## config.mk

```make
export PLATFORM = sky130hd
export DESIGN_NAME = rgmii_tx_ddr_framer
export DESIGN_NICKNAME = d
export VERILOG_FILES = /design/src/rtl/rgmii_tx_ddr_framer_pkg.sv /design/src/rtl/rgmii_tx_nibble_ser.sv /design/src/rtl/rgmii_tx_ddr_framer.sv
export SDC_FILE = /design/constraint.sdc
export NUM_CORES = 1
export LEC_CHECK = 0
export CAP_MARGIN = 20
export CELL_PAD_IN_SITES_DETAIL_PLACEMENT = 1
export CELL_PAD_IN_SITES_GLOBAL_PLACEMENT = 2
export CORE_AREA = 3 3 65 67
export DETAILED_ROUTE_END_ITERATION = 12
export DIE_AREA = 0 0 68 70
export DONT_BUFFER_PORTS = 1
export PLACE_DENSITY_LB_ADDON = 0.08
export SETUP_SLACK_MARGIN = 0.05
export SLEW_MARGIN = 10
export SYNTH_ARGS = -nofsm -noshare
export SYNTH_HDL_FRONTEND = slang
export SYNTH_SLANG_ARGS = --single-unit
```

## constraint.sdc

```tcl
create_clock -name clk_i -period 2.2 [get_ports clk_i]
set_input_delay 0.11 -clock clk_i [delete_from_list [all_inputs] [get_ports clk_i]]
set_output_delay 0.11 -clock clk_i [all_outputs]
set_load 0.02 [all_outputs]
```

## src/rtl/rgmii_tx_ddr_framer_pkg.sv

```systemverilog
// rtl/rgmii_tx_ddr_framer_pkg.sv - shared types and constants for the RGMII TX framer
package rgmii_tx_ddr_framer_pkg;

    typedef enum logic [1:0] {
        IDLE,
        PREAMBLE,
        DATA,
        IFG
    } state_e;

    localparam logic [7:0] PREAMBLE_BYTE = 8'h55;
    localparam logic [7:0] SFD_BYTE      = 8'hD5;

    function automatic int cnt_width(input int pre_bytes, input int ifg_bytes);
        int span;
        span = (pre_bytes + 1 > ifg_bytes) ? pre_bytes + 1 : ifg_bytes;
        return (span < 2) ? 1 : $clog2(span);
    endfunction

endpackage

```

## src/rtl/rgmii_tx_nibble_ser.sv

```systemverilog
// rtl/rgmii_tx_nibble_ser.sv - byte-to-DDR nibble mapping with registered pin outputs
module rgmii_tx_nibble_ser (
    input  logic       clk_i,
    input  logic       reset_n_i,
    input  logic       mii_i,
    input  logic       run_i,
    input  logic [7:0] byte_i,
    input  logic       en_i,
    input  logic       er_i,
    output logic       phase_o,
    output logic [3:0] txd_q1_o,
    output logic [3:0] txd_q2_o,
    output logic       txctl_q1_o,
    output logic       txctl_q2_o
);

    logic       phase_q, phase_d;
    logic [3:0] hi_q, hi_d;
    logic       en_q, en_d;
    logic       er_q, er_d;
    logic [3:0] txd1_q, txd1_d;
    logic [3:0] txd2_q, txd2_d;
    logic       ctl1_q, ctl1_d;
    logic       ctl2_q, ctl2_d;
    logic       load;

    // A new byte is taken every clk in gigabit; in mii only on phase 0, phase 1 replays the held high nibble.
    always_comb begin
        phase_d = mii_i & run_i & ~phase_q;
        load    = ~mii_i | ~phase_q;
        hi_d    = hi_q;
        en_d    = en_q;
        er_d    = er_q;
        txd1_d  = hi_q;
        txd2_d  = hi_q;
        ctl1_d  = en_q;
        ctl2_d  = en_q ^ er_q;
        if (load) begin
            hi_d   = byte_i[7:4];
            en_d   = en_i;
            er_d   = er_i;
            txd1_d = byte_i[3:0];
            txd2_d = mii_i ? byte_i[3:0] : byte_i[7:4];
            ctl1_d = en_i;
            ctl2_d = en_i ^ er_i;
        end
    end

    always_ff @(posedge clk_i or negedge reset_n_i) begin
        if (!reset_n_i) begin
            phase_q <= 1'b0;
            hi_q    <= '0;
            en_q    <= 1'b0;
            er_q    <= 1'b0;
            txd1_q  <= '0;
            txd2_q  <= '0;
            ctl1_q  <= 1'b0;
            ctl2_q  <= 1'b0;
        end else begin
            phase_q <= phase_d;
            hi_q    <= hi_d;
            en_q    <= en_d;
            er_q    <= er_d;
            txd1_q  <= txd1_d;
            txd2_q  <= txd2_d;
            ctl1_q  <= ctl1_d;
            ctl2_q  <= ctl2_d;
        end
    end

    assign phase_o    = phase_q;
    assign txd_q1_o   = txd1_q;
    assign txd_q2_o   = txd2_q;
    assign txctl_q1_o = ctl1_q;
    assign txctl_q2_o = ctl2_q;

endmodule

```

## src/rtl/rgmii_tx_ddr_framer.sv

```systemverilog
// rtl/rgmii_tx_ddr_framer.sv - RGMII transmit framer: preamble/SFD insertion, IFG, DDR nibble pairs
module rgmii_tx_ddr_framer
    import rgmii_tx_ddr_framer_pkg::*;
#(
    parameter int preamble_bytes_p = 7,
    parameter int ifg_bytes_p      = 12
) (
    input  logic       clk_i,
    input  logic       reset_n_i,
    input  logic       mii_mode_i,
    input  logic [7:0] data_i,
    input  logic       v_i,
    input  logic       last_i,
    output logic       ready_o,
    output logic [3:0] txd_q1_o,
    output logic [3:0] txd_q2_o,
    output logic       txctl_q1_o,
    output logic       txctl_q2_o,
    output logic       busy_o,
    output logic       underflow_o
);

    localparam int                CNT_W    = cnt_width(preamble_bytes_p, ifg_bytes_p);
    localparam logic [CNT_W-1:0]  PRE_LAST = CNT_W'(preamble_bytes_p);
    localparam logic [CNT_W-1:0]  IFG_LAST = CNT_W'(ifg_bytes_p - 1);

    state_e           state_q, state_d;
    logic [CNT_W-1:0] cnt_q, cnt_d;
    logic             mode_q, mode_d;
    logic             fin_q, fin_d;
    logic             drop_q, drop_d;
    logic             uf_q, uf_d;
    logic [7:0]       byte_s;
    logic             en_s, er_s, ready_s;
    logic             phase, slot, bt_end;
    logic [CNT_W-1:0] cnt_inc;

    // slot: cycle that starts a byte-time; bt_end: cycle that closes one.
    assign slot    = ~mode_q | ~phase;
    assign bt_end  = ~mode_q | phase;
    assign cnt_inc = (&cnt_q) ? cnt_q : cnt_q + CNT_W'(1);

    always_comb begin
        state_d = state_q;
        cnt_d   = cnt_q;
        mode_d  = mode_q;
        fin_d   = fin_q;
        drop_d  = drop_q;
        uf_d    = 1'b0;
        byte_s  = 8'h00;
        en_s    = 1'b0;
        er_s    = 1'b0;
        ready_s = 1'b0;
        case (state_q)
            IDLE: begin
                if (v_i) begin
                    mode_d  = mii_mode_i;
                    cnt_d   = '0;
                    state_d = PREAMBLE;
                end
            end
            PREAMBLE: begin
                en_s   = 1'b1;
                byte_s = (cnt_q < PRE_LAST) ? PREAMBLE_BYTE : SFD_BYTE;
                if (bt_end) begin
                    if (cnt_q >= PRE_LAST) begin
                        state_d = DATA;
                        cnt_d   = '0;
                    end else begin
                        cnt_d = cnt_inc;
                    end
                end
            end
            DATA: begin
                en_s    = 1'b1;
                ready_s = slot;
                if (slot) begin
                    fin_d = ~v_i | last_i;
                    if (v_i) begin
                        byte_s = data_i;
                    end else begin
                        er_s   = 1'b1;
                        uf_d   = 1'b1;
                        drop_d = 1'b1;
                    end
                end
                // In mii the end decision is remembered from phase 0 and acted on at phase 1.
                if (bt_end && fin_d) begin
                    state_d = IFG;
                    cnt_d   = '0;
                    fin_d   = 1'b0;
                end
            end
            IFG: begin
                ready_s = drop_q & slot;
                if (ready_s && v_i && last_i) begin
                    drop_d = 1'b0;
                end
                if (bt_end) begin
                    if (cnt_q >= IFG_LAST) begin
                        cnt_d  = '0;
                        drop_d = 1'b0;
                        if (v_i && !drop_q) begin
                            mode_d  = mii_mode_i;
                            state_d = PREAMBLE;
                        end else begin
                            state_d = IDLE;
                        end
                    end else begin
                        cnt_d = cnt_inc;
                    end
                end
            end
            default: state_d = IDLE;
        endcase
    end

    always_ff @(posedge clk_i or negedge reset_n_i) begin
        if (!reset_n_i) begin
            state_q <= IDLE;
            cnt_q   <= '0;
            mode_q  <= 1'b0;
            fin_q   <= 1'b0;
            drop_q  <= 1'b0;
            uf_q    <= 1'b0;
        end else begin
            state_q <= state_d;
            cnt_q   <= cnt_d;
            mode_q  <= mode_d;
            fin_q   <= fin_d;
            drop_q  <= drop_d;
            uf_q    <= uf_d;
        end
    end

    rgmii_tx_nibble_ser u_ser (
        .clk_i      (clk_i),
        .reset_n_i  (reset_n_i),
        .mii_i      (mode_q),
        .run_i      (state_q != IDLE),
        .byte_i     (byte_s),
        .en_i       (en_s),
        .er_i       (er_s),
        .phase_o    (phase),
        .txd_q1_o   (txd_q1_o),
        .txd_q2_o   (txd_q2_o),
        .txctl_q1_o (txctl_q1_o),
        .txctl_q2_o (txctl_q2_o)
    );

    assign ready_o     = ready_s;
    assign busy_o      = (state_q != IDLE);
    assign underflow_o = uf_q;

endmodule

```

==> flow_summary.rst <==
.. list-table::
   :header-rows: 1

   * - Metric
     - Value
   * - Detailed Route Iter0 Violations
     - 43
   * - Number of CTS-inserted buffers
     - 3
   * - Number of buffers between clock root and the deepest sink
     - 2
   * - Capture point of the worst path
     - state_q[1]
   * - Peak fanout along the critical path
     - 7
   * - Setup slack of the critical path after layout
     - 0.257 ns
   * - Effective utilization at floorplan
     - 38.2%
   * - Clock transition at the register clock pins on the worst setup and hold paths after CTS
     - 0.09 ns
   * - Yosys Warn Count
     - 0
   * - Detailed-route vias per instance
     - 5.56
   * - Register-to-register setup slack
     - 0.26 ns
   * - Num ports
     - 26
   * - FF/Latch Area
     - 651 um^2
   * - Final hold slack
     - 0.0356 ns
   * - Power per cell area
     - 1500 nW/um^2
   * - Crit end category
     - register
   * - Count of vias placed by the detailed router
     - 1,096
   * - Initial antenna violation count
     - 0
   * - Die Footprint
     - 4760 um^2
   * - Required time reported for the critical path endpoint
     - 2.35 ns
   * - Outcome
     - finished, final reports clean
   * - Fill cells
     - 429
   * - DR WL/cell
     - 17.6 um
   * - Maximum number of pins on one net before global-route repair
     - 27
   * - Overall Global Routing Usage
     - 15.9%
   * - Total standard cell area after synthesis
     - 1410 um^2
   * - Area growth, synth to finish
     - 10.7%
   * - Core outline area
     - 3690 um^2
   * - Number of sinks driven by the clock tree
     - 26
   * - Transition time at the pin with the least slew margin
     - 0.483 ns
   * - Cell count of the worst reg-to-reg path
     - 5
   * - Die Height
     - 70 um
   * - Horiz. Die Dim
     - 68 um
   * - Endpoint of the worst register-to-register path
     - state_q[1]
   * - Number of cells on the worst hold path
     - 2
   * - Max-cap check violation count
     - 0
   * - Remaining global-route overflow
     - 0
   * - Placer Congestion
     - 0.736
   * - RSZ-0062 raised after global routing
     - false
   * - Unique masters post-synth
     - 37
   * - DRC errors left
     - 0
   * - Syn Nets
     - 164
   * - Pins over their slew limit
     - 0
   * - Root buf cell
     - sky130_fd_sc_hd__clkbuf_8
   * - Final HPWL DP
     - 2590 um
   * - Routed wire length
     - 3470 um
   * - Leakage power total
     - 0.715 nW
   * - Share of layout cells above drive strength 1
     - 10.7%
   * - Number of hold-slack violations in the final timing report
     - 0
   * - Peak Freq
     - 515 MHz
   * - Total number of nets in the final design
     - 169
   * - Synthesized area divided by synthesized cell count
     - 9.71 um^2
   * - Number of port buffers
     - 0
   * - Worst slew margin relative to its limit
     - 67.8%
   * - Post-Syn Instances
     - 145
   * - Final-report setup violation count
     - 0
   * - Worst Path Class, Setup
     - reg2reg
   * - Final period utilization
     - 88.3%
   * - Critical path startpoint category
     - register
   * - Synthesis-stage register bit count
     - 26
   * - Wire length of the first global-routing pass
     - 5870 um
   * - Total Power
     - 2.34 mW
   * - H-tree levels
     - 1
   * - Number of global-route vias before repair
     - 1,182
   * - Clock tree from TritonCTS
     - done
   * - Origin of the worst setup path
     - state_q[0]
   * - Type of the worst min-delay path
     - in2reg
   * - Part of the Yosys area used for sequential elements
     - 46.2%
   * - Remaining antenna violation count after routing
     - 0
   * - Clock latency on the worst-skew pair
     - 0.26 ns
   * - Router iterations before antenna repair
     - 4
   * - Start of the worst register-to-register path
     - state_q[0]
   * - Pre-CTS WS
     - 0.243 ns
   * - Data arrival at the endpoint of the critical path
     - 2.10 ns
   * - Number of rows created at floorplan
     - 22
   * - IR drop worst, VDD
     - 0.766 mV
   * - Util after Layout
     - 42.2%
   * - Tmin final
     - 1.94 ns
   * - Multi-input gate area
     - 676 um^2
   * - Summed negative setup slack over all endpoints
     - 0 ns
   * - Number of gates given a new drive strength after cts
     - 0
   * - Antenna diode count
     - 0
   * - Maximum clock skew at final layout
     - 0.00243 ns
==> per-layer routing <==
layer,GRT usage (%),routed length [um]
met5,0,0
met4,3.97,19
met3,3.22,150
met2,28.3,1870
met1,19.0,1430
==> cell type report <==
class                           count  area share (%)
Inverter                            9            2.17
Clock buffer                        4            3.53
Sequential cell                    26            41.8
Timing Repair Buffer                8            5.30
Multi-Input combinational cell    102            43.4
Tap cell                           48            3.86
==> logic make-up after synthesis <==
family | count (synthesis) | synth area share [%]
multiplexers | 9 | 6.93
XOR/XNOR | 1 | 0.622
AND/OR/NAND/NOR | 43 | 15.6
flip-flops | 26 | 46.2
buffers and inverters | 17 | 5.78
adder cells (fa/ha/maj) | 6 | 5.33
AO/OA/AOI/OAI | 43 | 19.6
==> sequential cells by signal, summed over array words and instances (netlist names) <==
name and flops:
drop_q 1, u_ser.txctl_q1_o 1, u_ser.txd_q2_o 4, u_ser.er_q 1
u_ser.txctl_q2_o 1, u_ser.txd_q1_o 4, state_q 2, mode_q 1
cnt_q 4, underflow_o 1, u_ser.hi_q 4, u_ser.phase_o 1
fin_q 1
==> worst min path at each step <==
stage,start,endpoint,slack [ns]
floorplan,reset_n_i,cnt_q[0],-0.19
global placement,reset_n_i,u_ser.txd_q2_o[0],-0.18
detailed placement,reset_n_i,u_ser.txd_q2_o[2],-0.18
CTS,v_i,u_ser.txd_q1_o[3],0.03
global route,v_i,u_ser.txd_q1_o[3],0.04
finish,v_i,u_ser.txd_q1_o[3],0.04
==> report_power, final <==
part / total, mW / switching [mW] / internal (mW) / leakage, nW
Clock: 0.311 / 0.151 / 0.160 / 0.0288
Combinational: 1.15 / 0.697 / 0.449 / 0.347
Sequential: 0.879 / 0.233 / 0.646 / 0.339
Total: 2.34 / 1.08 / 1.26 / 0.715
==> what timing repair did <==
item                                    in CTS  in global routing
endpoints found under the setup margin       0                  0
hold endpoints to repair                    29                  0
setup buffers                                0                  0
hold buffers                                 5                  0
==> layout by cell type, fill, tap and decap left out, drive strengths merged, types with 3 or more instances in the layout <==
master,count
a31oi,5
nand2b,4
nand2,19
buf,4
nor2,5
mux2,3
dlygate4sd3,4
o21ai,20
dfrtp,26
ha,6
mux2i,6
o22ai,3
clkbuf,4
nand4,3
nand3,4
a21oi,7
inv,9
==> through the flow <==
stage          cells  area, um^2
4_1_cts          197        1560
2_1_floorplan    145        1410
3_3_place_gp     188        1440
6_report         197        1560
3_5_place_dp     188        1440
5_1_grt          197        1560
==> cell usage after synthesis (all sizes together) <==
cell | n | area share [%]
and2 | 1 | 0.53
a31oi | 5 | 2.2
a2111oi | 1 | 2.0
o31ai | 1 | 0.53
and2b | 1 | 0.62
o22ai | 3 | 1.8
nand2 | 19 | 5.6
buf | 5 | 2.6
nor3 | 1 | 0.36
mux2i | 6 | 4.5
nor3b | 2 | 1.1
inv | 9 | 2.4
nand4 | 3 | 1.3
nand2b | 4 | 1.8
nand3 | 4 | 1.4
nor4 | 1 | 0.44
dfrtp | 26 | 46
xor2 | 1 | 0.62
clkbuf | 3 | 0.80
a21o | 2 | 1.1
mux2 | 3 | 2.4
o2bb2ai | 1 | 0.62
a32o | 1 | 0.71
nor2 | 5 | 1.3
ha | 6 | 5.3
nor2b | 1 | 0.44
o21ai | 20 | 7.1
a211oi | 1 | 0.53
o21bai | 1 | 0.53
a21oi | 7 | 2.5
or2b | 1 | 0.62
==> worst max-delay path, stage by stage (launching register included) <==
cell	delay (ns)
sky130_fd_sc_hd__dfrtp_1	0.43
sky130_fd_sc_hd__ha_1	0.30
sky130_fd_sc_hd__nor3_1	0.23
sky130_fd_sc_hd__o22ai_2	0.13
sky130_fd_sc_hd__a2111oi_4	0.37
sky130_fd_sc_hd__mux2_1	0.36
No activity file was read; power rests on OpenSTA's default activity.
